`config.mk`:
```
export PLATFORM = sky130hd
export DESIGN_NAME = sdram_bus_bridge
export DESIGN_NICKNAME = d
export VERILOG_FILES = /design/src/rtl/sdram_bus_pkg.sv /design/src/rtl/sdram_bus_bridge_watchdog.sv /design/src/rtl/sdram_bus_bridge.sv
export SDC_FILE = /design/constraint.sdc
export NUM_CORES = 1
export LEC_CHECK = 0
export ABC_AREA = 1
export CORE_MARGIN = 3
export CORE_UTILIZATION = 45
export CTS_CLUSTER_SIZE = 24
export DETAILED_ROUTE_END_ITERATION = 12
export GPL_ROUTABILITY_DRIVEN = 0
export PLACE_DENSITY = 0.92
export SLEW_MARGIN = 20
export SYNTH_ARGS = -nofsm -noshare
export SYNTH_HDL_FRONTEND = slang
export SYNTH_SLANG_ARGS = --single-unit
```
`constraint.sdc`:
```
create_clock -name clk_p -period 3.1 [get_ports clk_p]
set_clock_uncertainty 0.2 [all_clocks]
set_input_delay 0.31 -clock clk_p [delete_from_list [all_inputs] [get_ports clk_p]]
set_output_delay 0.31 -clock clk_p [all_outputs]
set_load 0.01 [all_outputs]
```
`src/rtl/sdram_bus_pkg.sv`:
```
// Shared definitions for the kernel-bus to SDRAM-controller bridge.
package sdram_bus_pkg;

    typedef enum logic [2:0] {
        IDLE,
        WREQ,
        RREQ,
        DONE,
        HOLD
    } state_t;

    localparam int unsigned DEFAULT_TIMEOUT = 255;

    // {UDQM, LDQM} while no transaction owns the bus: both lanes masked
    localparam logic [1:0] DQM_IDLE = 2'b11;

endpackage

```
`src/rtl/sdram_bus_bridge_watchdog.sv`:
```
// Outstanding-request watchdog: counts enabled cycles and flags the LIMIT-th one.
module bus_watchdog
    import sdram_bus_pkg::*;
#(
    parameter int unsigned LIMIT = DEFAULT_TIMEOUT
) (
    input  logic i_clk,
    input  logic i_rst,
    input  logic i_clear,
    input  logic i_enable,
    output logic o_expired
);

    localparam int unsigned W = $clog2(LIMIT + 1);

    logic [W-1:0] r_count;

    // Count enabled cycles, saturating at LIMIT so the counter never wraps
    always_ff @(posedge i_clk) begin
        if (i_rst || i_clear) begin
            r_count <= '0;
        end else if (i_enable && (r_count != W'(LIMIT))) begin
            r_count <= r_count + 1'b1;
        end
    end

    // Expiry is flagged during the LIMIT-th enabled cycle so the owner can leave on that edge
    assign o_expired = i_enable && (r_count == W'(LIMIT - 1));

endmodule

```
`src/rtl/sdram_bus_bridge.sv`:
```
// Registered bridge from the kernel memory bus to the SDRAM controller req/ack interface.
module sdram_bus_bridge
    import sdram_bus_pkg::*;
#(
    parameter int unsigned TIMEOUT_CYCLES = DEFAULT_TIMEOUT,
    parameter int unsigned CTL_ADDR_W     = 22
) (
    input  logic                  clk_p,
    input  logic                  sdram_reset,
    input  logic                  bus_stb,
    input  logic                  bus_we,
    input  logic [1:0]            bus_sel,
    input  logic [20:0]           bus_adr,
    input  logic [15:0]           bus_out,
    output logic [15:0]           bus_dat,
    output logic                  bus_ack,
    input  logic                  ctl_ready,
    output logic                  ctl_wr_req,
    output logic                  ctl_rd_req,
    input  logic                  ctl_wr_ack,
    input  logic                  ctl_rd_ack,
    output logic [CTL_ADDR_W-1:0] ctl_addr,
    output logic [15:0]           ctl_wdata,
    input  logic [15:0]           ctl_rdata,
    output logic [1:0]            ctl_be,
    output logic                  dram_h,
    output logic                  dram_l,
    output logic                  timeout_err
);

    state_t                r_state;
    state_t                w_next;
    logic [CTL_ADDR_W-1:0] r_addr;
    logic [15:0]           r_wdata;
    logic [1:0]            r_be;
    logic [1:0]            r_dqm;
    logic [15:0]           r_rdata;
    logic                  r_terr;
    logic                  w_in_req;
    logic                  w_accept;
    logic                  w_expired;
    logic                  w_timeout;

    assign w_in_req = (r_state == WREQ) || (r_state == RREQ);
    assign w_accept = (r_state == IDLE) && bus_stb && ctl_ready;

    bus_watchdog #(
        .LIMIT(TIMEOUT_CYCLES)
    ) u_watchdog (
        .i_clk    (clk_p),
        .i_rst    (sdram_reset),
        .i_clear  (!w_in_req),
        .i_enable (w_in_req),
        .o_expired(w_expired)
    );

    // Next-state decode; a matching ack takes priority over watchdog expiry
    always_comb begin
        w_next    = r_state;
        w_timeout = 1'b0;
        case (r_state)
            IDLE: begin
                if (w_accept) begin
                    w_next = bus_we ? WREQ : RREQ;
                end
            end
            WREQ: begin
                if (ctl_wr_ack) begin
                    w_next = DONE;
                end else if (w_expired) begin
                    w_next    = HOLD;
                    w_timeout = 1'b1;
                end
            end
            RREQ: begin
                if (ctl_rd_ack) begin
                    w_next = DONE;
                end else if (w_expired) begin
                    w_next    = HOLD;
                    w_timeout = 1'b1;
                end
            end
            DONE, HOLD: begin
                if (!bus_stb) begin
                    w_next = IDLE;
                end
            end
            default: w_next = IDLE;
        endcase
    end

    // State, latched transaction fields, read data, DQM and sticky timeout flag
    always_ff @(posedge clk_p) begin
        if (sdram_reset) begin
            r_state <= IDLE;
            r_addr  <= '0;
            r_wdata <= '0;
            r_be    <= '0;
            r_dqm   <= DQM_IDLE;
            r_rdata <= '0;
            r_terr  <= 1'b0;
        end else begin
            r_state <= w_next;
            if (w_accept) begin
                r_addr  <= CTL_ADDR_W'(bus_adr);
                r_wdata <= bus_out;
                r_be    <= bus_we ? bus_sel : 2'b11;
                r_dqm   <= bus_we ? ~bus_sel : 2'b00;
            end
            if ((r_state == RREQ) && ctl_rd_ack) begin
                r_rdata <= ctl_rdata;
            end
            if (((r_state == DONE) || (r_state == HOLD)) && !bus_stb) begin
                r_dqm <= DQM_IDLE;
            end
            if (w_timeout) begin
                r_terr <= 1'b1;
            end
        end
    end

    assign ctl_wr_req  = (r_state == WREQ);
    assign ctl_rd_req  = (r_state == RREQ);
    assign bus_ack     = (r_state == DONE) && bus_stb;
    assign bus_dat     = r_rdata;
    assign ctl_addr    = r_addr;
    assign ctl_wdata   = r_wdata;
    assign ctl_be      = r_be;
    assign dram_h      = r_dqm[1];
    assign dram_l      = r_dqm[0];
    assign timeout_err = r_terr;

endmodule

```
==> impl_metrics.py <==
metrics = {
    "run_status": {
        "status": "finished clean",
    },
    "clock_tree": {
        "clk_latency_ns": 0.34,
        "cts_tree": "done",
        "cts-root-buf": "clkbuf_8",
        "numCtsBuffers": 9,
        "htreeDepth": 3,
        "ctsLongestPathBuffers": 2,
        "cts.sinks": 69,
        "ctsResizeCount": 0,
        "post_cts.repair.setup_buffers": 0,
        "cts_hold_buf": 0,
        "cts.clk_slew.worst_paths_ns": 0.07,
    },
    "run": {
        "drv_cap": 0,
    },
    "cells_and_area": {
        "drive_gt1_share_pct": 13.6,
        "nets": 553,
        "layout.cells.most_common": "clkdlybuf4s50_1",
        "area_growth_pct": 50.5,
        "finalNonFillerCells": 569,
        "mostFrequentLayoutCells": "clkdlybuf4s50_1, nand2_1, dfxtp_1",
        "num_antenna_cells": 0,
    },
    "synthesis": {
        "synth_top_family_by_area": "simple AND/OR/NAND/NOR gates",
        "ys_top_cells_by_area": "dfxtp_1, nand2_1, a21oi_1, a21oi_2, nand3_1",
        "synthCells": 373,
        "syn_area_um2": 2900,
        "avgSynthCellArea_um2": 7.77,
        "ys_warn_count": 0,
        "yosysTopAreaCell": "dfxtp_1",
        "synth_mux_area_share_pct": 0,
        "seq_area_frac_synth_pct": 47.6,
        "synth.distinct_cells": 23,
        "synth-seq-cells": 69,
        "synth_xor_area_share_pct": 0.604,
        "synth_top_area_share_pct": 47.6,
        "synth-simple-area-share_pct": 27.8,
        "synth_fa_ha_area_share_pct": 0.863,
        "syn_nets": 437,
        "synth-compound-area-share_pct": 15.3,
    },
    "drt": {
        "drtAntennaViolNets": 0,
        "drt-total-wl_um": 7870,
        "vias": 2866,
        "firstDrtPassIters": 5,
        "routedWlPerCell_um": 13.8,
        "drtIter0Drc": 183,
        "drc": 0,
        "vias_per_cell": 5.04,
    },
    "sta": {
        "post-route-period-util_pct": 77.6,
        "fin_setup_tns_ns": 0,
        "hold_violations": 0,
        "finalSetupViolCount": 0,
        "maxSlewHeadroom_pct": 44.4,
        "fmax_mhz": 416,
        "rsz0062_at_grt": "false",
        "finalCriticalPeriod_ns": 2.41,
        "final-max-slew-violation-count": 0,
        "worst_slew_pin_slew_ns": 0.833,
        "hold_ws_ns": 0.266,
        "layout_setup_ws_ns": 0.694,
    },
    "power_and_ir_drop": {
        "swShare_pct": 31.0,
        "pwr-share-seq_pct": 38.1,
        "clkPwrFrac_pct": 32.4,
        "total_leakage_power_nw": 1.63,
        "peakVddDrop_v": 0.000492,
        "p_int_mw": 1.95,
        "powerDensity_nw_per_um2": 647,
        "p_sw_uw": 874,
        "p_comb_share_pct": 29.4,
    },
    "worst_setup_path": {
        "worstSetupEndpointType": "output port",
        "timing.critical_path.from_type": "flop",
        "worstSetupPathType": "reg2out",
        "arrival_ns": 1.90,
        "cp_max_fo": 18,
        "cp.required_ns": 2.59,
    },
    "global_routing": {
        "grtUsageTotal_pct": 22.1,
        "grt_pass1_vias": 2883,
        "antenna_found_initial": 0,
        "gr-total-overflow": 0,
        "grt_max_degree": 44,
        "grt_pass1_wl_um": 13000,
    },
    "die": {
        "start_util_pct": 47.6,
        "boundaryPins": 124,
        "die_area_um2": 7440,
        "die_w_um": 86.3,
        "row_count": 28,
        "die_h_um": 86.3,
        "core_area_um2": 6100,
    },
    "place": {
        "dp_hpwl_um": 5460,
        "io_buffers": 122,
        "dp_cells": 553,
        "place_ws_ns": 0.857,
    },
    "min_path": {
        "hold_path_class": "reg2reg",
    },
}
==> state kept, by name, summed over array words and instances (netlist names) <==
register            cells
ctl_addr               21
bus_dat                16
ctl_wdata              16
u_watchdog.r_count      8
r_state                 3
ctl_be                  2
r_dqm                   2
timeout_err             1
==> logic make-up (layout without fill, tap and decap cells) <==
family	count (synthesis)	count (layout)
AND/OR/NAND/NOR	181	181
AO/OA/AOI/OAI	73	73
flip-flops	69	69
buffers and inverters	45	166
adder cells (fa/ha/maj)	2	2
XOR/XNOR	2	2
other	1	1
==> Yosys cell counts <==
master	number
ha_1	2
conb_1	1
buf_2	3
nand4_1	4
dfxtp_1	69
nand3_2	2
buf_1	1
nor2_1	12
a21oi_2	20
inv_1	22
nand3_1	31
nor3_4	1
a21oi_1	48
nand2_2	21
o21bai_1	1
buf_6	5
clkbuf_1	8
o21ai_0	4
inv_2	3
nor3_1	1
buf_4	3
xor2_1	2
nand2_1	109
==> worst max-delay path, stage by stage (launching register included) <==
cell             delay [ns]
dfxtp_1                0.38
nor2_1                 0.18
nand2_1                0.14
inv_2                  0.26
clkdlybuf4s50_1        0.59
==> power by group through the flow <==
| stage | registers [mW] | logic (mW) | clock network [mW] |
|---|---|---|---|
| 2_1_floorplan | 1.12 | 0.449 | 0 |
| 3_5_place_dp | 1.09 | 0.819 | 0 |
| 4_1_cts | 1.08 | 0.832 | 0.931 |
| 3_3_place_gp | 1.09 | 0.798 | 0 |
| 5_1_grt | 1.09 | 0.910 | 0.981 |
| 6_report | 1.08 | 0.830 | 0.915 |
==> layout make-up <==
class / instances / area, um^2
well taps: 75 / 93.8
inverters: 25 / 93.8
repair buffers: 125 / 1240
multi-input cells: 259 / 1300
clock buffers: 11 / 151
fillers: 437 / 1730
flip-flops and latches: 69 / 1380
clock inverters: 5 / 106
==> stage by stage <==
step / area, um^2 / power (mW) / util, %
global route: 4360 / 2.98 / 71.6
floorplan: 2900 / 1.57 / -
CTS: 4360 / 2.84 / 71.6
detailed placement: 4100 / 1.91 / 67.3
global placement: 4100 / 1.88 / 67.3
finish: 4360 / 2.82 / 71.6
==> routing by layer <==
metal	routed length (um)	up-vias	global-route usage, %
li1	-	1437	-
met1	3150	1308	25.3
met2	3790	108	35.5
met3	804	13	11.3
met4	123	0	8.07
met5	0	-	0
==> path summary, 6_finish.rpt <==
path,from,slack (ns),end,cells after the start
hold reg to reg,bus_dat[7],0.27,bus_dat[7],2
hold / removal,bus_dat[7],0.27,bus_dat[7],2
setup / recovery,r_state[0],0.69,ctl_rd_req,4
setup reg to reg,r_state[2],1.14,ctl_wdata[7],5
(Power assumes the default switching activity.)
